## config.mk

```make
export PLATFORM = sky130hd
export DESIGN_NAME = fp_mul_seq
export DESIGN_NICKNAME = d
export VERILOG_FILES = /design/src/rtl/fp_mul_pkg.sv /design/src/rtl/booth_r4_sel.sv /design/src/rtl/fp_mul_seq.sv
export SDC_FILE = /design/constraint.sdc
export NUM_CORES = 1
export LEC_CHECK = 0
export CORE_MARGIN = 2
export CORE_UTILIZATION = 55
export CTS_BUF_LIST = sky130_fd_sc_hd__clkbuf_2
export DETAILED_ROUTE_END_ITERATION = 8
export HOLD_SLACK_MARGIN = 0.1
export PLACE_DENSITY = 0.79
export SLEW_MARGIN = 10
export SYNTH_ARGS = -nofsm -noshare
export SYNTH_HDL_FRONTEND = slang
export SYNTH_SLANG_ARGS = --single-unit
```

## constraint.sdc

```tcl
create_clock -name clk -period 8.65 [get_ports clk]
set_input_delay 1.73 -clock clk [delete_from_list [all_inputs] [get_ports clk]]
set_output_delay 1.73 -clock clk [all_outputs]
set_load 0.02 [all_outputs]
```

## src/rtl/fp_mul_pkg.sv

```systemverilog
// fp_mul_pkg: shared types, constants and helpers for the sequential FP multiplier.
package fp_mul_pkg;
    typedef enum logic [1:0] {IDLE, BOOTH, NORM, DONE} state_e;
    typedef enum logic [2:0] {RNE = 3'd0, RTZ = 3'd1, RDN = 3'd2, RUP = 3'd3, RMM = 3'd4} rmode_e;
    localparam int          BIAS    = 127;
    localparam logic [7:0]  EXP_MAX = 8'hFF;
    localparam logic [31:0] QNAN    = 32'h7FC00000;
    localparam logic [30:0] MAXFIN  = 31'h7F7FFFFF;
    typedef struct packed {
        logic sub;
        logic zero;
        logic inf;
        logic nan;
    } cls_t;
    function automatic cls_t classify(input logic [31:0] f);
        cls_t c;
        c.nan  = f[30:23] == EXP_MAX && f[22:0] != '0;
        c.inf  = f[30:23] == EXP_MAX && f[22:0] == '0;
        c.zero = f[30:23] == '0 && f[22:0] == '0;
        c.sub  = f[30:23] == '0 && f[22:0] != '0;
        return c;
    endfunction
    // Unknown mode encodings fall through to round-to-nearest-even.
    function automatic logic round_inc(input logic [2:0] rm, input logic sign, input logic lsb,
                                       input logic g, input logic s);
        return rm == RTZ ? 1'b0 : rm == RDN ? sign & (g | s) : rm == RUP ? ~sign & (g | s) :
               rm == RMM ? g : g & (s | lsb);
    endfunction
    function automatic logic ovf_to_inf(input logic [2:0] rm, input logic sign);
        return rm == RTZ ? 1'b0 : rm == RDN ? sign : rm == RUP ? ~sign : 1'b1;
    endfunction
endpackage

```

## src/rtl/booth_r4_sel.sv

```systemverilog
// booth_r4_sel: radix-4 Booth digit decode, selecting 0, +-m or +-2m as a signed partial product.
module booth_r4_sel (
    input  logic [2:0]         bits,
    input  logic [23:0]        mcand,
    output logic signed [25:0] pp
);
    logic [25:0] m1, m2;
    assign m1 = {2'b00, mcand};
    assign m2 = {1'b0, mcand, 1'b0};
    assign pp = (bits == 3'b001 || bits == 3'b010) ? m1 :
                bits == 3'b011 ? m2 :
                bits == 3'b100 ? -m2 :
                (bits == 3'b101 || bits == 3'b110) ? -m1 : '0;
endmodule

```

## src/rtl/fp_mul_seq.sv

```systemverilog
// fp_mul_seq: sequential IEEE-754 single multiplier, one radix-4 Booth digit per cycle.
// Optional FP_MUL_SEQ_STICKY_FLAGS_EN adds flag_clr and sticky overflow/underflow outputs.
module fp_mul_seq import fp_mul_pkg::*; #(
    parameter int BOOTH_DIGITS = 13,
    parameter int ACC_W        = 50
) (
    input  logic        clk,
    input  logic        rst_n,
    input  logic        in_valid,
    output logic        in_ready,
    input  logic [31:0] fp_X,
    input  logic [31:0] fp_Y,
    input  logic [2:0]  r_mode,
    output logic        out_valid,
    input  logic        out_ready,
    output logic [31:0] fp_Z,
    output logic        ovrf,
    output logic        udrf,
    output logic        busy
`ifdef FP_MUL_SEQ_STICKY_FLAGS_EN
   ,input  logic        flag_clr,
    output logic        ovrf_sticky,
    output logic        udrf_sticky
`endif
);
    localparam int YW = 2 * BOOTH_DIGITS + 1;
    localparam int CW = $clog2(BOOTH_DIGITS + 1);

    state_e            state, next;
    logic              accept, special, last, sgn, in_sgn;
    logic [2:0]        rm;
    logic [7:0]        ex, ey;
    logic [23:0]       mx;
    logic [YW-1:0]     y_sh;
    logic [CW-1:0]     cnt;
    logic [ACC_W-1:0]  acc, pp_sh;
    logic signed [25:0] pp;
    cls_t              cx, cy;
    logic [31:0]       spec_z, norm_z;

    assign cx      = classify(fp_X);
    assign cy      = classify(fp_Y);
    assign in_sgn  = fp_X[31] ^ fp_Y[31];
    assign special = |cx || |cy;
    assign spec_z  = (cx.nan || cy.nan || (cx.inf && (cy.zero || cy.sub)) || (cy.inf && (cx.zero || cx.sub))) ? QNAN :
                     (cx.inf || cy.inf) ? {in_sgn, EXP_MAX, 23'b0} : {in_sgn, 31'b0};
    assign last    = cnt == CW'(BOOTH_DIGITS - 1);

    booth_r4_sel u_sel (.bits(y_sh[2:0]), .mcand(mx), .pp(pp));
    assign pp_sh = {{(ACC_W-26){pp[25]}}, pp} << {cnt, 1'b0};

    logic [47:0]       p;
    logic              hi, g, s, inc, ovf, unf;
    logic [22:0]       frac;
    logic [23:0]       rnd;
    logic signed [9:0] e0, e1, e2;
    always_comb begin
        p    = acc[47:0];
        hi   = p[47];
        frac = hi ? p[46:24] : p[45:23];
        g    = hi ? p[23] : p[22];
        s    = hi ? |p[22:0] : |p[21:0];
        e0   = $signed({2'b00, ex}) + $signed({2'b00, ey}) - 10'(BIAS);
        e1   = e0 + {9'b0, hi};
        inc  = round_inc(rm, sgn, frac[0], g, s);
        rnd  = {1'b0, frac} + {23'b0, inc};
        e2   = e1 + {9'b0, rnd[23]};
        ovf  = e2 >= 10'sd255;
        unf  = e2 <= 10'sd0;
        norm_z = ovf ? (ovf_to_inf(rm, sgn) ? {sgn, EXP_MAX, 23'b0} : {sgn, MAXFIN}) :
                 unf ? {sgn, 31'b0} : {sgn, e2[7:0], rnd[22:0]};
    end

    always_ff @(posedge clk or negedge rst_n)
        if (!rst_n) state <= IDLE;
        else        state <= next;

    always_comb begin
        next      = state;
        in_ready  = rst_n && state == IDLE;
        out_valid = state == DONE;
        busy      = state != IDLE;
        accept    = in_valid && in_ready;
        case (state)
            IDLE:    next = accept ? (special ? DONE : BOOTH) : IDLE;
            BOOTH:   next = last ? NORM : BOOTH;
            NORM:    next = DONE;
            DONE:    next = out_ready ? IDLE : DONE;
            default: next = IDLE;
        endcase
    end

    always_ff @(posedge clk or negedge rst_n) begin
        if (!rst_n) begin
            sgn  <= 1'b0;
            rm   <= '0;
            ex   <= '0;
            ey   <= '0;
            mx   <= '0;
            y_sh <= '0;
            acc  <= '0;
            cnt  <= '0;
            fp_Z <= '0;
            ovrf <= 1'b0;
            udrf <= 1'b0;
        end else if (accept) begin
            sgn  <= in_sgn;
            rm   <= r_mode;
            ex   <= fp_X[30:23];
            ey   <= fp_Y[30:23];
            mx   <= {1'b1, fp_X[22:0]};
            y_sh <= {{(YW-25){1'b0}}, 1'b1, fp_Y[22:0], 1'b0};
            acc  <= '0;
            cnt  <= '0;
            if (special) begin
                fp_Z <= spec_z;
                ovrf <= 1'b0;
                udrf <= 1'b0;
            end
        end else if (state == BOOTH) begin
            acc  <= acc + pp_sh;
            y_sh <= y_sh >> 2;
            cnt  <= cnt + 1'b1;
        end else if (state == NORM) begin
            fp_Z <= norm_z;
            ovrf <= ovf;
            udrf <= unf && !ovf;
        end
    end

`ifdef FP_MUL_SEQ_STICKY_FLAGS_EN
    logic hs;
    assign hs = out_valid && out_ready;
    always_ff @(posedge clk or negedge rst_n) begin
        if (!rst_n) begin
            ovrf_sticky <= 1'b0;
            udrf_sticky <= 1'b0;
        end else begin
            ovrf_sticky <= (hs && ovrf) || (ovrf_sticky && !flag_clr);
            udrf_sticky <= (hs && udrf) || (udrf_sticky && !flag_clr);
        end
    end
`endif
endmodule
```

## After elaboration in Yosys (flattened, before gate mapping)

Index checks and enable logic that the tools add are counted.

- Input port bits: 71
- Output and inout port bits: 37
- Flip-flop bits (word level): 161

- Bitwise gates (word level): 7
- Shift-type cells: 1
- Magnitude comparators: 2
- Add/sub/neg operators: 9
- Equal/unequal tests: 18
- Multiplexer cells: 41
- Reduce and logical (&&, ||, !) cells: 38

Operators with widths:

| operator | number |
|---|---|
| $mux W32 | 5 |
| $mux W26 | 4 |
| $mux W50 | 2 |
| $mux W31 | 3 |
| $mux W27 | 2 |
| $add A50 B50 Y50 | 1 |
| $shl A50 B5 Y50 | 1 |
| $logic_not A23 Y1 | 2 |
| $reduce_bool A23 Y1 | 2 |
| $neg A24 Y26 | 1 |
| $neg A25 Y26 | 1 |
| $add A23 B1 Y24 | 1 |
| $mux W24 | 1 |
| $mux W23 | 1 |
| $reduce_or A23 Y1 | 1 |
| $reduce_or A22 Y1 | 1 |
| $add A10 B1 Y10 | 2 |
| $eq A8 B8 Y1 const B | 2 |
| $logic_not A8 Y1 | 2 |
| $mux W1 | 16 |
| $logic_and A1 B1 Y1 | 13 |
| $eq A3 B2 Y1 const B | 4 |
| $eq A3 B3 Y1 const B | 4 |
| $ge A10 B9 Y1 const B | 1 |
| 23 further kinds | 43 |

## Logic depth before layout (Yosys ltp)

- Word-level depth: 16
- Gate-level depth with buffers: 29
- Depth with buffers taken out: 25

## Modules after synthesis

A second synthesis with hierarchy kept.

- Cell total of the unflattened synthesis: 1722
- Area, all modules: 13261.5 µm²

Modules (own cells, without submodules):

| module | sequential area each (µm²) | area each (µm²) | cells each | instances |
|---|---|---|---|---|
| fp_mul_seq | 3928.8 | 11826.3 | 1487 | 1 |
| booth_r4_sel | 0.0 | 1435.1 | 235 | 1 |

## Least setup slack after synthesis

No wires, ideal clock.

- Kind: reg2reg
- Start point: register acc[47]
- End point: register fp_Z[10]
- Data arrival time: 6.444 ns
- Setup time: 0.133 ns
- Stages on the path, launching flop included: 30
- Path buffers: 5
- Period minus slack after synthesis: 6.577 ns
- Setup slack: 2.073 ns
- Path through: dfrtp_1 -> buf_2 -> buf_1 -> clkbuf_1 -> mux2i_1 -> o22ai_1 -> o31a_1 -> ha_1 -> and3_1 -> nand4b_1 -> nor4b_1 -> nand4_1 -> nor2_1 -> nand3_1 -> nor3b_1 -> fa_1 -> inv_1 -> fa_1 -> nor2b_1 -> o21ai_0 -> a21boi_0 -> o21ai_0 -> nand2b_1 -> xnor2_1 -> o41ai_1 -> and2_1 -> clkbuf_1 -> a21o_1 -> clkbuf_1 -> o21ai_0

- Longest elaborated chain between the ends: 15
- Elaborated cells between the ends (all ways): 22
- Those cells by class: add/sub (3); order compare (2); mux (12); bitwise (5)

RTL lines:

| item | RTL line | source |
|---|---|---|
| from (decl) | fp_mul_seq.sv:36 | `logic [ACC_W-1:0] acc, pp_sh;` |
| from (signal assigned) | fp_mul_seq.sv:121 | `acc <= acc + pp_sh;` |
| $mux W1 or $mux W23 (tied branches) | fp_mul_seq.sv:62, fp_mul_seq.sv:60 |  |
| $or A1 B1 Y1 | fp_mul_pkg.sv:27 | `rm == RMM ? g : g & (s \| lsb);` |
| $and A1 B1 Y1 | fp_mul_pkg.sv:27 |  |
| $mux W1 | fp_mul_pkg.sv:27 |  |
| $mux W1 (3 in a row) | fp_mul_pkg.sv:26 | `return rm == RTZ ? 1'b0 : rm == RDN ? sign & (g \| s) : rm == RUP ? ~sign & (g \| s) :` |
| $add A23 B1 Y24 | fp_mul_seq.sv:66 | `rnd = {1'b0, frac} + {23'b0, inc};` |
| $add A10 B1 Y10 | fp_mul_seq.sv:67 | `e2 = e1 + {9'b0, rnd[23]};` |
| $le A10 B1 Y1 | fp_mul_seq.sv:69 | `unf = e2 <= 10'sd0;` |
| $mux W31 | fp_mul_seq.sv:71 | `unf ? {sgn, 31'b0} : {sgn, e2[7:0], rnd[22:0]};` |
| $mux W31 * | fp_mul_seq.sv:70 | `norm_z = ovf ? (ovf_to_inf(rm, sgn) ? {sgn, EXP_MAX, 23'b0} : {sgn, MAXFIN}) :` |
| $mux W32 * | fp_mul_seq.sv:124 | `end else if (state == NORM) begin` |
| $mux W32 * | fp_mul_seq.sv:120 | `end else if (state == BOOTH) begin` |
| $mux W32 * | fp_mul_seq.sv:106 | `end else if (accept) begin` |
| to (signal assigned) | fp_mul_seq.sv:116 | `fp_Z <= spec_z;` |
| to (signal assigned) | fp_mul_seq.sv:125 | `fp_Z <= norm_z;` |
| to (decl) | fp_mul_seq.sv:16 | `output logic [31:0] fp_Z,` |

Every way passes the cells marked *; elsewhere a longest branch is shown, timed or not. The select of a mux whose other input is x is not followed.
A chain may end at the register's enable or synchronous reset.

## Worst setup path in the final report

- Start point: register acc[47]
- End point: register fp_Z[20]

The elaborated chain is that of the path after synthesis.

==> metrics.txt <==
ys flop type=dfrtp_1; EDFF count, synth=0; Final ANT Viol Nets=0; register area share after synthesis=0.289; compound-gate portion of the synthesized area=0.251; RSZ-0062 raised after global routing=no; Synth top cells by count=nand2_1, o21ai_0, dfrtp_1; Unique masters post-synth=81; Final nets=1,939; clock net sink count=157; Max stage delay on crit path=680 ps; Buf+Inv Stages, Crit Path=3; Post-CTS Setup Inserts=0; slew of the pin with the lowest slew margin=1180 ps; crit-path max FO=40; port bufs=107; top cells by area, synth=dfrtp_1, nand2_1, ha_1; Critical Path Source Type=register; largest net degree at the start of global routing=80; largest family of logic cells by synthesized area=compound AO/OA/AOI/OAI gates; Min-Delay Path Class=register to register; Setup crit end=fp_Z[20]; Synth area leader=dfrtp_1; initial antenna violation count=1; post-CTS sizing=0; share of the synthesized area in the top cell type=0.289; Final Critical Period=7150 ps; most frequent CP cell=o21ai_0; CORE AREA=0.0242 mm^2; GR Overflow Total=0; post-synthesis adder-cell area fraction=0.0669; Final Cycle Share=0.827; synthesized cell area=0.0136 mm^2; Reg2Reg Capture Point=fp_Z[20]; 1st-pass router iterations=9; simple-gate portion of the synthesized area=0.224; worst-case clock buffer depth=2; post-synthesis xor/xnor area fraction=0.0645; max_cap viols=0; final wirelength=39.1 mm; TritonCTS clock tree=done; Warnings, synthesis=0; CTS H-tree depth=4; Initial Utilization=0.560; critical path launch point=acc[47]; count leader, synth=nand2_1; drt drc=0; routed length per placed instance=18.3 um; Syn Area/Cell=7.65 um^2; Die Area=0.0260 mm^2; filler cell count in the final layout=2,211; Crit Path Class=register to register; CP delay by family, top=simple AND/OR/NAND/NOR gates; Setup TNS Final=0 ps; Async S/R FF share, synth=1.00; row count=57; # setup viols final=0; setup slack, reg-to-reg=1500 ps; clk_lat worst skew=790 ps; placer congestion estimate=0.974; Die Y=161 um; Worst Path Required=9320 ps; flops & latches, synth=157; Net Count, Synth=1,916; Worst setup EP type=register; Iteration-0 DRC Markers=1,428; Reg2Reg Depth=27; vias in the first global route=12,500; status=finished, final reports clean; CP arrival=7820 ps; Die Wd=161 um; Reg clk slew, reported paths=270 ps; clock skew=59.4 ps; slew margin rel.=0.216; Avg Vias per Cell=6.29; first-pass GRT wire length=63.4 mm; I/O pin cnt=108; P&R area growth vs syn=10.6%; DP HPWL=28.4 mm; Max Clock Freq=140 MHz; Worst path slowest cell=nor4b_1; share of layout cells above drive strength 1=0.0629; Via Count=13,500; Hold-fix buffers, CTS=0; Max Slew Vio Count=0; mux contribution to synthesized area=0.0577; RR Startpoint=acc[47]; GRT Total Usage=0.298; Mapped Cells=1,775; Worst path depth=27; CTS Buf Count=17; final hold vios=0; clock root buffer=clkbuf_2
## metrics by stage
| step | hold slack, ps | utilization | cell area [um^2] | instances | setup slack, ps |
|---|---|---|---|---|---|
| 2_1_floorplan | 447 | - | 13600 | 1775 | 2070 |
| 3_3_place_gp | 454 | 0.608 | 14700 | 2103 | 1730 |
| 3_5_place_dp | 463 | 0.608 | 14700 | 2103 | 1550 |
| 4_1_cts | 488 | 0.619 | 15000 | 2135 | 1570 |
| 5_1_grt | 536 | 0.619 | 15000 | 2138 | 787 |
| 6_report | 479 | 0.619 | 15000 | 2138 | 1500 |
## flip-flops by register name, summed over array words and instances (netlist names)
register and flops:
udrf 1, sgn 1, state 2, acc 48, fp_Z 32, mx 24, rm 3, cnt 4
y_sh 25, ey 8, ex 8, ovrf 1
## cell type report
type / count / area, um^2 / area share
diodes: 3 / 7.51 / 0.000500
flip-flops and latches: 157 / 3930 / 0.262
clock buffers: 17 / 85.1 / 0.00567
well taps: 324 / 405 / 0.0270
clock inverters: 15 / 176 / 0.0118
inverters: 46 / 173 / 0.0115
multi-input cells: 1453 / 9040 / 0.602
repair buffers: 123 / 1190 / 0.0794
## worst min-delay path, delay by kind of cell (launching register included)
family | cells | cell delay, ps
simple gates | 1 | 50
flops | 1 | 390
compound gates | 1 | 70
## per-layer routing
layer	track usage	part of all wire	wire (um)	vias up
met5	0	0	0	-
met4	0.0844	0.024	935	0
met3	0.0439	0.073	2870	86
met2	0.483	0.45	17600	585
met1	0.417	0.45	17700	6331
li1	-	-	-	6450
## kinds of logic (layout without fill, tap and decap cells)
kind of cell / after synthesis / in the layout
simple gates: 671 / 671
buf+inv: 165 / 201
fa+ha+maj: 71 / 71
xor+xnor: 100 / 100
compound gates: 541 / 541
flops: 157 / 157
other cells: 0 / 3
mux: 70 / 70
## cell usage in the layout (no fill, tap or decap), types with 11 or more instances in the layout
master / count
nand2_1: 318
buf_4: 16
and3_1: 11
nor4_1: 30
clkdlybuf4s50_1: 106
a31oi_1: 15
mux2i_1: 43
a21o_1: 37
o21ai_0: 166
o31ai_1: 12
xor2_1: 45
o22ai_1: 16
a21oi_1: 126
ha_1: 67
mux2_2: 22
a211o_1: 11
a22oi_1: 25
o21a_1: 11
dfrtp_1: 157
nor2_1: 123
clkbuf_2: 17
xnor2_1: 55
a211oi_1: 24
nand4_1: 21
nor3_1: 25
nor2b_1: 14
nand3_1: 62
inv_1: 43
## worst min path at each step
stage          startpoint  endpoint  slack, ps  cells after the start
3_3_place_gp     fp_Z[29]  fp_Z[29]        450                      2
5_1_grt          y_sh[18]  y_sh[18]        540                      2
3_5_place_dp     y_sh[19]  y_sh[19]        460                      2
4_1_cts          y_sh[21]  y_sh[19]        490                      2
2_1_floorplan    y_sh[10]  y_sh[10]        450                      2
6_report         y_sh[21]  y_sh[19]        480                      2
Power is not shown: default switching activity piles up to over one toggle a cycle in this logic, so the estimate is an artifact.
==> RTL edit, RTL diff (same settings) <==
Change the parameter `BOOTH_DIGITS` from 13 to 12.
--- a/src/rtl/fp_mul_seq.sv
+++ b/src/rtl/fp_mul_seq.sv
@@ -1,7 +1,7 @@
 // fp_mul_seq: sequential IEEE-754 single multiplier, one radix-4 Booth digit per cycle.
 // Optional FP_MUL_SEQ_STICKY_FLAGS_EN adds flag_clr and sticky overflow/underflow outputs.
 module fp_mul_seq import fp_mul_pkg::*; #(
-    parameter int BOOTH_DIGITS = 13,
+    parameter int BOOTH_DIGITS = 12,
     parameter int ACC_W        = 50
 ) (
     input  logic        clk,
Formal check against the unedited RTL: same outputs for any inputs over 10 cycles, from zero or initial values and one cycle with rst_n low; that may be too few to reach the edited logic, so the function may still have changed.
==> RTL edit against the unedited design <==
- routed wire length rose by 1.5%
- final area fell by 1.1%
- synthesized cell count fell by 2.3%
- via count fell by 1.5%
- worst setup slack got worse by 0.094 ns
- critical path type unchanged
- sequential cell count did not move
- area after synthesis fell by 0.91%
Power is not shown: default switching activity piles up to over one toggle a cycle in this logic, so the estimate is an artifact.
==> RTL edit: results (changes against the unedited design) <==
Setup path
  • Worst R2R Path Depth: 25 (-7.4%)
  • Worst Setup Start Kind: register
  • Crit path max fanout: 47 (+18%)
  • CP endpoint: fp_Z[2]
  • Worst path arrival time: 7.98 ns (+0.16 ns)
  • R2R Setup Slk: 1.40 ns (-0.09 ns)
  • Reg2Reg Launch Point: acc[47]

Logic synthesis
  • Fraction of registers with async set/reset: 100% (unchanged)
  • Post-synth cell types: 79 (-2.5%)
  • Adder-cell share of the synthesized area: 6.66% (-0.031 points)
  • Mux cell area share after synthesis: 7.07% (+1.3 points)
  • Top cells by count, synth: nand2_1 (320), dfrtp_1 (157), o21ai_0 (153)
  • Main flop type after synthesis: dfrtp_1
  • Compound-Gate Fraction of Synth Area: 22.8% (-2.3 points)
  • Xor/xnor cell area share of the yosys netlist: 6.45% (about the same)
  • Syn Area/Cell: 7.76 sq um (+1.4%)
  • Register area share after synthesis: 29.2% (+0.27 points)
  • Synth top area cells: dfrtp_1 (29%), nand2_1 (8.9%), ha_1 (6.1%), o21ai_0 (5.7%), a21oi_1 (4.5%)

Drt
  • Post-Route WL: 39700 um (+1.5%)
  • WL met2: 18000 um (+2.0%)
  • Max layer used: met4
  • Drt pass-1 iters: 5 (-4)
  • Via/cell ratio: 6.31 (+0.29%)
  • Initial DRC count: 1226 (-14%)
  • Metal-1 WL: 17700 um (+0.35%)
  • Routed wl met3: 2890 um (+0.77%)

Global routing
  • GR Layer Usage met2: 48.9% (+0.52 points)
  • Largest net degree at the start of global routing: 76 (-5.0%)
  • Met1 GRT Util: 43.3% (+1.6 points)
  • Met3 Use GR: 5.29% (+0.90 points)
  • GRT Total Usage: 31.0% (+1.2 points)
  • Number of global-route vias before repair: 12500 (-0.62%)
  • Global-route wire length before repair: 64800 um (+2.2%)

Final layout
  • Layout cell share with drive strength beyond 1: 5.41% (-0.89 points)
  • Biggest regs: acc: 48 flops, fp_Z: 32 flops, y_sh: 25 flops
  • Non-Filler Instances: 2100 (-1.8%)
  • Nets: 1902 (-1.9%)

STA
  • Worst Skew: 0.0517 ns (-0.00770 ns)
  • Least-Margin Pin Slew: 1.23 ns (+0.0503 ns)
  • Fmax: 0.138 GHz (-1.3%)

CTS
  • Max clock buf depth: 2 (unchanged)
  • Worst-skew pair later-pin latency: between 0.7 and 0.8 ns

Place
  • DP Worst Slack: 1.50 ns (-0.0430 ns)
  • Area after DPL: 14600 sq um (-0.81%)
  • Port-buffer cells: 107 (unchanged)
  • GPL Wtd Cong: 0.965 (-0.99%)
  • DP HPWL: 29100 um (+2.5%)

Run status
  • Run status: completed
[RTL edit: cell type report]
type | instances | area, sq um
fillers | 2204 | 9320
multi-input cells | 1418 | 8920
well taps | 324 | 405
clock inverters | 14 | 136
diodes | 1 | 2.50
repair buffers | 124 | 1200
inverters | 44 | 165
flip-flops and latches | 157 | 3930
clock buffers | 18 | 90.1
[RTL edit: logic make-up (layout without fill, tap and decap cells)]
group | count (synthesis) | in the layout
DFF | 157 | 157
muxes | 83 | 83
buffers and inverters | 159 | 200
adders and majority gates | 70 | 70
and+or+nand+nor | 677 | 677
xor gates and xnor gates | 99 | 99
other | 0 | 1
AOI/OAI and AO/OA | 489 | 489
[RTL edit: worst max-delay path, cell delays in order (launching register included)]
cell	delay, ns
dfrtp_1	0.39
buf_4	0.46
mux2_2	0.28
a21oi_1	0.04
a21oi_1	0.16
o31a_1	0.16
ha_1	0.22
and4_1	0.28
and3_1	0.21
and3_1	0.24
and4_1	0.25
nor2b_1	0.43
nor3b_1	0.54
fa_1	0.30
inv_1	0.06
fa_1	0.39
nor2b_1	0.12
o21ai_0	0.09
a21boi_0	0.26
o21ai_0	0.17
a21oi_1	0.18
xor2_1	0.32
a41oi_1	0.19
nor2_2	1.03
a21oi_1	0.19
o21ai_0	0.22
[RTL edit: worst min path at each step]
stage               end  slack, ns      from  cells past startpoint
2_1_floorplan  y_sh[10]       0.45  y_sh[10]                      2
3_3_place_gp   fp_Z[13]       0.46  fp_Z[13]                      2
3_5_place_dp   y_sh[20]       0.47  y_sh[20]                      2
4_1_cts         y_sh[7]       0.51   y_sh[9]                      2
5_1_grt         fp_Z[2]       0.54   fp_Z[2]                      2
6_report       y_sh[11]       0.49  y_sh[13]                      2
